### src/rtl/uart_output_pkg.sv
// Shared definitions for the UART output stage: FSM state encoding and 8N1 framing levels.
package uart_output_pkg;

    typedef enum logic [1:0] {
        ST_IDLE  = 2'd0,
        ST_START = 2'd1,
        ST_DATA  = 2'd2,
        ST_STOP  = 2'd3
    } uart_state_e;

    localparam logic START_BIT = 1'b0;
    localparam logic STOP_BIT  = 1'b1;
    localparam logic LINE_IDLE = 1'b1;

    // Index width that never collapses to zero for tiny parameter values.
    function automatic int unsigned idx_width(input int unsigned n);
        return (n > 1) ? $clog2(n) : 1;
    endfunction

endpackage

### src/rtl/byte_fifo.sv
// Synchronous first-word fall-through FIFO; a push on a full FIFO is accepted only alongside a pop.
module byte_fifo #(
    parameter int unsigned DATA_WIDTH = 8,
    parameter int unsigned ADDR_WIDTH = 4
) (
    input  logic                  clk,
    input  logic                  rst_n,
    input  logic                  wr_en,
    input  logic [DATA_WIDTH-1:0] wr_data,
    input  logic                  rd_en,
    output logic [DATA_WIDTH-1:0] rd_data,
    output logic                  full,
    output logic                  empty
);

    localparam int unsigned DEPTH = 2 ** ADDR_WIDTH;
    localparam int unsigned CNT_W = ADDR_WIDTH + 1;

    logic [DATA_WIDTH-1:0] mem [DEPTH];
    logic [ADDR_WIDTH-1:0] wr_ptr;
    logic [ADDR_WIDTH-1:0] rd_ptr;
    logic [CNT_W-1:0]      count;
    logic [CNT_W-1:0]      count_d;
    logic                  do_wr;
    logic                  do_rd;

    always_comb begin
        do_rd   = rd_en && !empty;
        do_wr   = wr_en && (!full || do_rd);
        count_d = count;
        if (do_wr && !do_rd) begin
            count_d = count + CNT_W'(1);
        end else if (!do_wr && do_rd) begin
            count_d = count - CNT_W'(1);
        end
    end

    // Flags are registered from the next count so they line up with the pointers.
    always_ff @(posedge clk or negedge rst_n) begin
        if (!rst_n) begin
            wr_ptr <= '0;
            rd_ptr <= '0;
            count  <= '0;
            full   <= 1'b0;
            empty  <= 1'b1;
        end else begin
            if (do_wr) begin
                wr_ptr <= wr_ptr + ADDR_WIDTH'(1);
            end
            if (do_rd) begin
                rd_ptr <= rd_ptr + ADDR_WIDTH'(1);
            end
            count <= count_d;
            full  <= (count_d == CNT_W'(DEPTH));
            empty <= (count_d == '0);
        end
    end

    always_ff @(posedge clk) begin
        if (do_wr) begin
            mem[wr_ptr] <= wr_data;
        end
    end

    assign rd_data = mem[rd_ptr];

endmodule

### src/rtl/uart_output.sv
// UART transmit stage: buffers CPU output bytes and serialises them as 8N1 frames, LSB first.
module uart_output
    import uart_output_pkg::*;
#(
    parameter int unsigned DATA_WIDTH   = 8,
    parameter int unsigned FADDR_WIDTH  = 4,
    parameter int unsigned CLKS_PER_BIT = 434
) (
    input  logic                  clk,
    input  logic                  rst_n,
    input  logic [DATA_WIDTH-1:0] data_in,
    input  logic                  data_in_en,
    output logic                  tx,
    output logic                  busy,
    output logic                  full,
    output logic                  overflow
);

    localparam int unsigned CNT_W = idx_width(CLKS_PER_BIT);
    localparam int unsigned BIT_W = idx_width(DATA_WIDTH);
    localparam logic [CNT_W-1:0] BAUD_RELOAD = CNT_W'(CLKS_PER_BIT - 1);
    localparam logic [BIT_W-1:0] LAST_BIT    = BIT_W'(DATA_WIDTH - 1);

    uart_state_e           state_q;
    uart_state_e           state_d;
    logic [CNT_W-1:0]      baud_q;
    logic [CNT_W-1:0]      baud_d;
    logic [BIT_W-1:0]      bit_q;
    logic [BIT_W-1:0]      bit_d;
    logic [DATA_WIDTH-1:0] shift_q;
    logic [DATA_WIDTH-1:0] shift_d;
    logic                  tx_d;
    logic                  busy_d;
    logic                  overflow_d;
    logic                  pop;
    logic [DATA_WIDTH-1:0] fifo_head;
    logic                  fifo_empty;

    byte_fifo #(
        .DATA_WIDTH (DATA_WIDTH),
        .ADDR_WIDTH (FADDR_WIDTH)
    ) u_fifo (
        .clk     (clk),
        .rst_n   (rst_n),
        .wr_en   (data_in_en),
        .wr_data (data_in),
        .rd_en   (pop),
        .rd_data (fifo_head),
        .full    (full),
        .empty   (fifo_empty)
    );

    // Next-state, datapath and output decode.
    always_comb begin
        state_d    = state_q;
        baud_d     = baud_q;
        bit_d      = bit_q;
        shift_d    = shift_q;
        tx_d       = tx;
        pop        = 1'b0;

        unique case (state_q)
            ST_IDLE: begin
                tx_d = LINE_IDLE;
                if (!fifo_empty) begin
                    pop     = 1'b1;
                    shift_d = fifo_head;
                    baud_d  = BAUD_RELOAD;
                    tx_d    = START_BIT;
                    state_d = ST_START;
                end
            end
            ST_START: begin
                if (baud_q == '0) begin
                    baud_d  = BAUD_RELOAD;
                    bit_d   = '0;
                    tx_d    = shift_q[0];
                    state_d = ST_DATA;
                end else begin
                    baud_d = baud_q - CNT_W'(1);
                end
            end
            ST_DATA: begin
                if (baud_q == '0) begin
                    baud_d = BAUD_RELOAD;
                    if (bit_q == LAST_BIT) begin
                        tx_d    = STOP_BIT;
                        state_d = ST_STOP;
                    end else begin
                        shift_d = shift_q >> 1;
                        bit_d   = bit_q + BIT_W'(1);
                        tx_d    = shift_d[0];
                    end
                end else begin
                    baud_d = baud_q - CNT_W'(1);
                end
            end
            ST_STOP: begin
                if (baud_q == '0) begin
                    // A waiting byte starts its frame immediately, keeping frames contiguous.
                    if (!fifo_empty) begin
                        pop     = 1'b1;
                        shift_d = fifo_head;
                        baud_d  = BAUD_RELOAD;
                        tx_d    = START_BIT;
                        state_d = ST_START;
                    end else begin
                        tx_d    = LINE_IDLE;
                        state_d = ST_IDLE;
                    end
                end else begin
                    baud_d = baud_q - CNT_W'(1);
                end
            end
            default: begin
                tx_d    = LINE_IDLE;
                state_d = ST_IDLE;
            end
        endcase

        // Without a pop the FIFO stays non-empty, or becomes so only through this cycle's push.
        busy_d     = (state_d != ST_IDLE) || !fifo_empty || data_in_en;
        overflow_d = overflow || (data_in_en && full && !pop);
    end

    always_ff @(posedge clk or negedge rst_n) begin
        if (!rst_n) begin
            state_q  <= ST_IDLE;
            baud_q   <= '0;
            bit_q    <= '0;
            shift_q  <= '0;
            tx       <= LINE_IDLE;
            busy     <= 1'b0;
            overflow <= 1'b0;
        end else begin
            state_q  <= state_d;
            baud_q   <= baud_d;
            bit_q    <= bit_d;
            shift_q  <= shift_d;
            tx       <= tx_d;
            busy     <= busy_d;
            overflow <= overflow_d;
        end
    end

endmodule
### config.mk
export PLATFORM = sky130hd
export DESIGN_NAME = uart_output
export DESIGN_NICKNAME = d
export VERILOG_FILES = /design/src/rtl/uart_output_pkg.sv /design/src/rtl/byte_fifo.sv /design/src/rtl/uart_output.sv
export SDC_FILE = /design/constraint.sdc
export NUM_CORES = 1
export LEC_CHECK = 0
export CAP_MARGIN = 5
export CORE_ASPECT_RATIO = 0.75
export CORE_UTILIZATION = 45
export DETAILED_ROUTE_END_ITERATION = 12
export GPL_TIMING_DRIVEN = 0
export PLACE_DENSITY = 0.59
export SETUP_SLACK_MARGIN = 0.3
export SYNTH_ARGS = -nofsm -noshare
export SYNTH_HDL_FRONTEND = slang
export SYNTH_HIERARCHICAL = 1
export SYNTH_SLANG_ARGS = --single-unit
### constraint.sdc
create_clock -name clk -period 3.6 [get_ports clk]
set_clock_uncertainty 0.05 [all_clocks]
set_input_delay 0.54 -clock clk [delete_from_list [all_inputs] [get_ports clk]]
set_output_delay 0.54 -clock clk [all_outputs]
set_load 0.03 [all_outputs]
Word level (Yosys, flattened, before mapping)
Memories as Yosys holds them, arrays and structs flattened.
Index checks and enable logic that the tools add are counted.
{ "totals": {"register_bits": 40, "latchBits": 0, "ram_bits": 128, "rom_bits": 0, "output_inout_bits": 4, "n_memories": 1} }
{ "mem_list": {"columns": ["name", "depth", "width", "rd", "rd_ports_with_merged_regs", "write_ports", "line", "rtl"], "rows": [
  ["u_fifo.mem", 16, 8, 1, 0, 1, "byte_fifo.sv:19", "logic [DATA_WIDTH-1:0] mem [DEPTH];"]
]} }
{ "classes": {"addsub": 6, "n_mul": 0, "div_mod_pow": 0, "order_cmp": 0, "n_eq_ne": 9, "shifts": 0, "muxes": 33, "bitwise_logic": 0, "n_reduce_logical": 25} }
{ "ops": {"columns": ["cell", "n"], "rows": [
  ["8-bit two-way mux", 4],
  ["9-bit two-way mux", 3],
  ["9-bit case mux with 3 select lines", 1],
  ["8-bit case mux with 3 select lines", 1],
  ["1-bit two-way mux", 10],
  ["2-bit two-way mux", 5],
  ["5-bit two-way mux", 2],
  ["9-bit zero test", 1],
  ["3-bit two-way mux", 3],
  ["9-bit by 1-bit subtractor with 9-bit output (second input constant)", 1],
  ["4-bit by 1-bit adder with 4-bit output (second input constant)", 2],
  ["2-bit != test (second input constant)", 4],
  ["2-bit case mux with 4 select lines", 1],
  ["4-bit AND reduction", 2],
  ["1-bit logical AND", 6],
  ["3-bit case mux with 2 select lines", 1],
  ["5-bit by 1-bit adder with 5-bit output (second input constant)", 1],
  ["5-bit equality test (second input constant)", 1],
  ["1-bit zero test", 5],
  ["5-bit zero test", 1],
  ["5-bit by 1-bit subtractor with 5-bit output (second input constant)", 1],
  ["2-bit equality test (second input constant)", 2],
  ["1-bit logical OR", 4],
  ["1-bit case mux with 4 select lines", 1],
  ["9 further kinds", 10]
]} }

Depth between registers and ports, before layout
Gate-level depths: netlist of the first run.
{ "depth": {"depth_word": 11, "depth_mapped": 10, "ltp_nobuf": 10} }

Cells and area by module
Netlist of the first run, hierarchy kept.
{ "by_module_without_submodules": {"columns": ["module", "n_inst", "cells_per_inst", "area_per_inst_um2", "seq_area_each_um2"], "rows": [
  ["byte_fifo", 1, 299, 5750.5, 4220.3],
  ["uart_output", 1, 155, 1605.3, 626.9]
]} }

Worst setup path before layout of the first run
Ideal clock, no wire load.
{ "synth_timing": {"kind": "register -> register", "startpoint": "register baud_q[0]", "endpoint": "memory u_fifo.mem[7][0], enable pin", "arrival_ns": 2.711, "required_ns": 3.165, "path_slack_ns": 0.453, "stages_incl_launch_ff": 10, "path_buffers": 0, "synth_period_minus_slack_ns": 3.147, "path_cell_list": "dfrtp_1 -> inv_1 -> ha_1 -> nor4b_4 -> and3_1 -> o21a_1 -> nand2b_4 -> a21boi_1 -> nand2_1 -> nor3b_1"} }
{ "synth_between": {"elab_chain_cells": 8} }
{ "synth_lines": {"columns": ["item", "line", "rtl"], "rows": [
  ["from (decl)", "uart_output.sv:26", "logic [CNT_W-1:0] baud_q;"],
  ["from (signal assigned)", "uart_output.sv:137", "baud_q <= baud_d;"],
  ["9-bit zero test", "uart_output.sv:99", "if (baud_q == '0) begin"],
  ["1-bit two-way mux", "uart_output.sv:99", null],
  ["1-bit case mux with 2 select lines", "uart_output.sv:62", "unique case (state_q)"],
  ["via pop", "uart_output.sv:35", "logic pop;"],
  ["1-bit logical AND", "byte_fifo.sv:28", "do_rd = rd_en && !empty;"],
  ["1-bit logical OR", "byte_fifo.sv:29", "do_wr = wr_en && (!full || do_rd);"],
  ["1-bit logical AND", "byte_fifo.sv:29", null],
  ["1-bit two-way mux", "byte_fifo.sv:60", "if (do_wr) begin"],
  ["1-bit two-way mux (not written as such)", "byte_fifo.sv:61", "mem[wr_ptr] <= wr_data;"],
  ["to (decl)", "byte_fifo.sv:19", null]
]} }
The timed path passes the listed nets, and every way through them passes these cells.

Worst setup path after layout of the first run
{ "layout_timing": {"startpoint": "register baud_q[0]", "endpoint": "memory u_fifo.mem[6][1], enable pin"} }
The elaborated chain is that of the path after synthesis.

==> summary.txt, run 1 <==
Synthesis
  – Post-synth EDFFs: 128
  – Post-Syn Instances: 454
  – Syn Nets: 480
  – Synth cell types: 63
  – Sequential fraction of the synthesis area: 0.6590
  – Flops & latches, synth: 168
  – Ys flop type: edfxtp_1
  – Syn Area/Cell: 16.20 um^2
  – Synthesis Warnings: 6
  – Async SR Flop Fraction: 0.2381
  – Post-Syn Area: 7356 um^2

Global routing
  – Largest net degree at the start of global routing: 39
  – Vias in the first global route: 4050
  – Initial antenna violation count: 0
  – GRT Resource Usage Total: 0.1942
  – Overflow after GRT: 0
  – First-pass GRT wire length: 23.48 mm

Setup path
  – Top delay family on crit path: simple AND/OR/NAND/NOR gates
  – Critical-path maximum fanout: 8
  – CP required: 3620 ps
  – WP data arrival: 3100 ps
  – R2r worst-path depth: 10
  – Worst R2R End: u_fifo/mem[6][1]
  – Worst setup SP type: flop
  – Worst path cell trace: inv_1, ha_1, nor4b_4, and3_1, o21a_1, nand2b_4, a21boi_4, nand2_1, nor2_1, and2_1
  – R2R setup slack: 520 ps
  – Kind of critical path: flop to flop
  – Worst path bufs/invs: 1
  – Reg2Reg Launch Point: baud_q[0]
  – Crit-path slowest cell: and2_1
  – Worst setup EP type: flop
  – CP peak stage delay: 450 ps

Placed design
  – Dpl cell area: 7786 um^2
  – PortBufs: 14
  – Detailed Place HPWL: 9.843 mm
  – Dpl ws: -581.3 ps
  – GPL Wtd Cong: 0.8070
  – Cell Count Post-Placement: 681

Layout
  – P&R area growth vs syn: 14.34%
  – Final core occ: 0.5252
  – Antenna Cells: 0
  – Commonest non-fill, non-tap cell in the layout: edfxtp_1
  – Multi-input logic area: 2381 um^2
  – Fillers: 1314
  – Commonest cells after routing, fill and taps aside: 128 x edfxtp_1, 38 x dfrtp_1, 32 x mux4_2
  – Non-filler cells in the finished layout: 718
  – Finished Cell Area: 8411 um^2
  – Reg area: 4847 um^2
  – Layout cells sized above 1: 0.2441
  – Final #Nets: 521

CTS
  – Clock-pin slew on the worst setup and hold paths: 60 ps
  – Sink Count: 168
  – Bufs on Longest Clock Path: 2
  – Worst-Skew Late Latency: 430 ps
  – Max H-tree Level: 4
  – CTS tree: yes
  – Clock root cell: clkbuf_16
  – Num CTS Buffers: 17

Pwr
  – Clock power frac: 0.229
  – P_sw: 2.483 mW
  – Lkg Pwr: 2.988 nW
  – Sw frac: 0.3476
  – Comb pwr share: 0.393
  – Worst vdd ir: 433.7 uV
  – Power per Cell Area: 849.3 nW/um^2
  – Internal: 4.660 mW
  – Flop pwr share: 0.378

Drt
  – Final wirelength: 14.98 mm
  – Drt wl/cell: 20.86 um
  – DRC viols: 0
  – Routed vias: 4083
  – Remaining antenna violation count after routing: 0
  – Via-per-instance ratio: 5.687
  – First DRT Iteration DRCs: 348
  – Pre-Repair DR Iteration Count: 4

STA
  – Slew at the pin with the worst max-slew slack: 688.4 ps
  – Final setup fails: 0
  – RSZ-0062 raised after global routing: no
  – Setup TNS: 0 ps
  – Final min period: 3084 ps
  – Normalized max-slew margin: 0.5396
  – Final Max Tran Viols: 0
  – Achievable Freq: 0.3242 GHz
  – Final period utilization: 0.8567
  – Endpoints failing hold: 0
  – Worst Setup Slack, final: 515.7 ps

Run status
  – Status: finished clean

Floorplan
  – Die area: 16870 um^2
  – Top Ports: 15
  – Core ar.: 16020 um^2
  – DIE WIDTH: 149.6 um
  – FP Rows: 40
  – Die height: 112.7 um
  – Starting density of the core: 0.4593

Flow run
  – Max Cap Viol: 0

Min path
  – HP Class: primary input to asynchronous set/reset pin
[worst reg2reg max path, stage by stage, from the launching register on]
cell	delay, ps
dfrtp_1	390
inv_1	110
ha_1	260
nor4b_4	260
and3_1	270
o21a_1	250
nand2b_4	130
a21boi_4	310
nand2_1	90
nor2_1	170
and2_1	450
[repair_timing]
item,4_1_cts,5_1_grt
hold buffers,1,0
endpoints found under the setup margin,128,96
gates resized for setup,8,11
pin swaps,0,1
buffers inserted,1,3
hold endpoints to repair,2,0
[Yosys cell counts, types with 2 or more instances]
cell type	n	share of area
a31oi_1	9	0.0077
buf_2	3	0.0020
dfrtp_1	38	0.13
and3_1	11	0.0094
a22oi_1	17	0.017
a21boi_0	2	0.0020
nor4_2	2	0.0034
nor2_1	22	0.011
inv_1	17	0.0087
o211ai_1	2	0.0020
clkbuf_1	12	0.0061
a2bb2oi_1	2	0.0024
o22ai_1	2	0.0017
mux4_2	32	0.098
nor3b_2	2	0.0034
xnor2_1	9	0.011
nor3_1	6	0.0041
mux2_4	8	0.016
and2_1	5	0.0043
buf_6	4	0.0061
o31ai_1	2	0.0020
nand3_1	5	0.0034
nand2b_1	2	0.0017
a21oi_1	9	0.0061
buf_1	2	0.0010
edfxtp_1	128	0.52
and4_1	4	0.0048
dfstp_2	2	0.0071
o21ai_0	7	0.0048
or4_4	2	0.0031
ha_1	15	0.026
mux2i_1	2	0.0027
o21a_1	2	0.0020
mux2_2	8	0.012
nand2_1	24	0.012
nand4_1	2	0.0017
nor2b_1	7	0.0060
[flip-flops by register name, indices dropped and copies added (netlist names)]
signal and count:
baud_q 9, bit_q 3, busy 1, overflow 1
shift_q 8, state_q 2, tx 1, u_fifo/count 5
u_fifo/empty 1, u_fifo/full 1, u_fifo/mem 128, u_fifo/rd_ptr 4
u_fifo/wr_ptr 4
[worst max-delay path by stage]
stage,depth (start not counted),from,endpoint
after floorplan,9,baud_q[0],u_fifo/mem[7][0]
after global placement,9,baud_q[0],u_fifo/mem[7][1]
after detailed placement,10,baud_q[0],u_fifo/mem[7][6]
after CTS,8,baud_q[7],u_fifo/mem[7][1]
after global routing,10,baud_q[0],u_fifo/mem[6][2]
final,10,baud_q[0],u_fifo/mem[6][1]
[power by group through the flow]
stage | clock, mW | sequential [mW] | combinational (mW)
3_5_place_dp | 0 | 2.73 | 2.77
6_report | 1.63 | 2.70 | 2.81
2_1_floorplan | 0 | 2.69 | 2.09
5_1_grt | 1.74 | 2.75 | 3.07
3_3_place_gp | 0 | 2.71 | 2.71
4_1_cts | 1.67 | 2.70 | 2.80
[routing by layer]
layer | vias up | global-route usage | share of wire
met5 | - | 0 | 0
met4 | 0 | 0.06531 | 0.011
met3 | 11 | 0.04274 | 0.043
met2 | 94 | 0.2719 | 0.45
met1 | 2117 | 0.2991 | 0.49
li1 | 1861 | - | -
[through the flow]
stage	power [mW]	hold slack [ps]
2_1_floorplan	4.783	194.4
3_3_place_gp	5.415	412.1
3_5_place_dp	5.494	302.1
4_1_cts	7.171	382.9
5_1_grt	7.556	417.3
6_report	7.143	413.3
[area by class of cell]
| cell class | count | share of cell area |
|---|---|---|
| multi-input combinational | 247 | 0.2831 |
| clock inverter | 14 | 0.01160 |
| buffer | 22 | 0.01443 |
| tap | 210 | 0.03124 |
| inverter | 17 | 0.007587 |
| timing repair buffer | 22 | 0.02469 |
| sequential | 168 | 0.5763 |
| clock buffer | 18 | 0.05103 |
[cells by family after synthesis]
| family | after synthesis | synth area share |
|---|---|---|
| xor gates and xnor gates | 10 | 0.01191 |
| AOI/OAI and AO/OA | 68 | 0.06531 |
| buffers and inverters | 39 | 0.02500 |
| muxes | 51 | 0.1308 |
| DFF | 168 | 0.6590 |
| adders and majority gates | 15 | 0.02551 |
| and+or+nand+nor | 103 | 0.08250 |
(Power assumes the default switching activity.)
==> inputs of run 2 (changes only) <==
CORE_ASPECT_RATIO = 1.4   (was 0.75)
==> run 2 against run 1 <==
Combinational power is essentially flat. Sequential power is essentially flat. Non-clock buffer count shrank 4. Largest cell class unchanged. Highest routed layer unchanged. Power grew 0.44%. Hold slack lost 360 ps. Core utilization grew 0.48 points. Register-to-register slack lost 50 ps. Largest power group unchanged. Global-route usage shrank 0.066 points. Clock power grew 4%.
==> summary.txt, run 2 (synthesis results as in run 1) <==
Pwr
  – Lkg Pwr: 2.967 nW
  – Worst vdd ir: 414.3 uV
  – Power per Cell Area: 856.2 nW/um^2

Setup path
  – R2r worst-path depth: 10
  – Crit-path slowest cell: dfrtp_1
  – Worst setup EP type: flop
  – Top delay family on crit path: simple AND/OR/NAND/NOR gates
  – CP peak stage delay: 390 ps
  – Worst R2R End: u_fifo/mem[7][1]
  – Critical-path maximum fanout: 8
  – Kind of critical path: flop to flop
  – WP data arrival: 3200 ps
  – Worst setup SP type: flop
  – R2R setup slack: 470 ps
  – Worst path cell trace: inv_1, ha_1, nor4b_4, and3_1, o21a_1, nand2b_4, a21boi_4, nand2_1, nor3b_2, buf_2
  – Reg2Reg Launch Point: baud_q[0]
  – CP required: 3670 ps
  – Worst path bufs/invs: 2

STA
  – Final Max Tran Viols: 0
  – RSZ-0062 raised after global routing: no
  – Final min period: 3131 ps
  – Final period utilization: 0.8698
  – Final setup fails: 0
  – Achievable Freq: 0.3194 GHz
  – Worst hold margin: 53.48 ps
  – Slew at the pin with the worst max-slew slack: 732.1 ps
  – Setup TNS: 0 ps
  – Worst Setup Slack, final: 468.7 ps
  – Endpoints failing hold: 0
  – Normalized max-slew margin: 0.5119

Global routing
  – Initial antenna violation count: 0
  – Vias in the first global route: 4178
  – Overflow after GRT: 0
  – First-pass GRT wire length: 23.27 mm
  – GRT Resource Usage Total: 0.1936
  – Largest net degree at the start of global routing: 22

Drt
  – DRC viols: 0
  – Final wirelength: 14.68 mm
  – Drt wl/cell: 21.00 um
  – Routed vias: 4068
  – First DRT Iteration DRCs: 240
  – Remaining antenna violation count after routing: 0
  – Pre-Repair DR Iteration Count: 4
  – Via-per-instance ratio: 5.820

Floorplan
  – Die area: 16870 um^2
  – Starting density of the core: 0.4653
  – FP Rows: 54
  – DIE WIDTH: 110.1 um
  – Die height: 153.3 um
  – Core ar.: 15810 um^2
  – Top Ports: 15

Layout
  – Antenna Cells: 0
  – Final #Nets: 517
  – Max reg flops: 128
  – Layout cells sized above 1: 0.2286
  – P&R area growth vs syn: 13.91%
  – Commonest cells after routing, fill and taps aside: 128 x edfxtp_1, 38 x dfrtp_1, 32 x mux4_2
  – Commonest non-fill, non-tap cell in the layout: edfxtp_1
  – Register bank with the most flops: u_fifo/mem
  – Non-filler cells in the finished layout: 699
  – Biggest registers after layout: u_fifo/mem x128, baud_q x9, shift_q x8
  – Multi-input logic area: 2370 um^2
  – Fillers: 1302
  – Reg area: 4847 um^2

CTS
  – CTS tree: yes
  – Clock-pin slew on the worst setup and hold paths: 60 ps
  – Num CTS Buffers: 17
  – Max H-tree Level: 4
  – Bufs on Longest Clock Path: 2
  – Worst-Skew Late Latency: 420 ps
  – Clock root cell: clkbuf_16
  – Sink Count: 168

Min path
  – HP Class: primary input to asynchronous set/reset pin

Placed design
  – Cell Count Post-Placement: 667
  – PortBufs: 14
  – Dpl ws: -322.3 ps
  – GPL Wtd Cong: 0.7972
  – Detailed Place HPWL: 10.01 mm

Run status
  – Status: finished clean

Flow run
  – Max Cap Viol: 0
==> run 2: per-stage QoR <==
step           utilization  power [mW]  cell area (um^2)
2_1_floorplan            -       4.783              7356
6_report            0.5300       7.174              8379
4_1_cts             0.5295       7.220              8372
5_1_grt             0.5300       7.596              8379
3_5_place_dp        0.4918       5.471              7776
3_3_place_gp        0.4896       5.396              7741
==> run 2: cell type report <==
| cell class | instances | share of cell area |
|---|---|---|
| Clock buffer | 17 | 0.05077 |
| Clock inverter | 14 | 0.01493 |
| Tap cell | 196 | 0.02927 |
| Timing Repair Buffer | 18 | 0.02180 |
| Inverter | 17 | 0.007615 |
| Buffer | 22 | 0.01433 |
| Multi-Input combinational cell | 247 | 0.2828 |
| Sequential cell | 168 | 0.5785 |
==> run 2: per-layer routing <==
metal	track usage	wire length [um]
met1	0.2330	5918
met2	0.3277	7865
met3	0.04606	480
met4	0.08063	413
met5	0	0
==> run 2: worst max path at each step <==
stage,slack [ps],to,depth (start not counted),start
floorplan,450,u_fifo/mem[7][0],9,baud_q[0]
global placement,-610,u_fifo/mem[7][1],9,baud_q[0]
detailed placement,-320,u_fifo/mem[3][2],10,baud_q[0]
CTS,380,u_fifo/mem[7][1],10,baud_q[0]
global route,300,u_fifo/mem[7][0],10,baud_q[0]
finish,470,u_fifo/mem[7][1],10,baud_q[0]
==> run 2: what timing repair did <==
action	in CTS	in global routing
buffers inserted	1	0
endpoints found under the setup margin	128	89
resized for setup	12	1
hold buffers	0	0
==> run 2: where the power goes <==
group	internal [mW]	switching, mW
Sequential	2.46	0.232
Combinational	1.31	1.47
Clock	0.952	0.748
Total	4.72	2.45
==> inputs of run 3 (changes only) <==
==> constraint.sdc (replaced) <==
create_clock -name clk -period 3.6 [get_ports clk]
set_clock_uncertainty 0.05 [all_clocks]
set_input_delay 1.08 -clock clk [delete_from_list [all_inputs] [get_ports clk]]
set_output_delay 1.08 -clock clk [all_outputs]
set_load 0.03 [all_outputs]
==> results of run 3 <==
The final DEF is identical to that of run 2. Status: finished clean.
Main changes from that run: hold slack 53.48 ps -> 426.6 ps
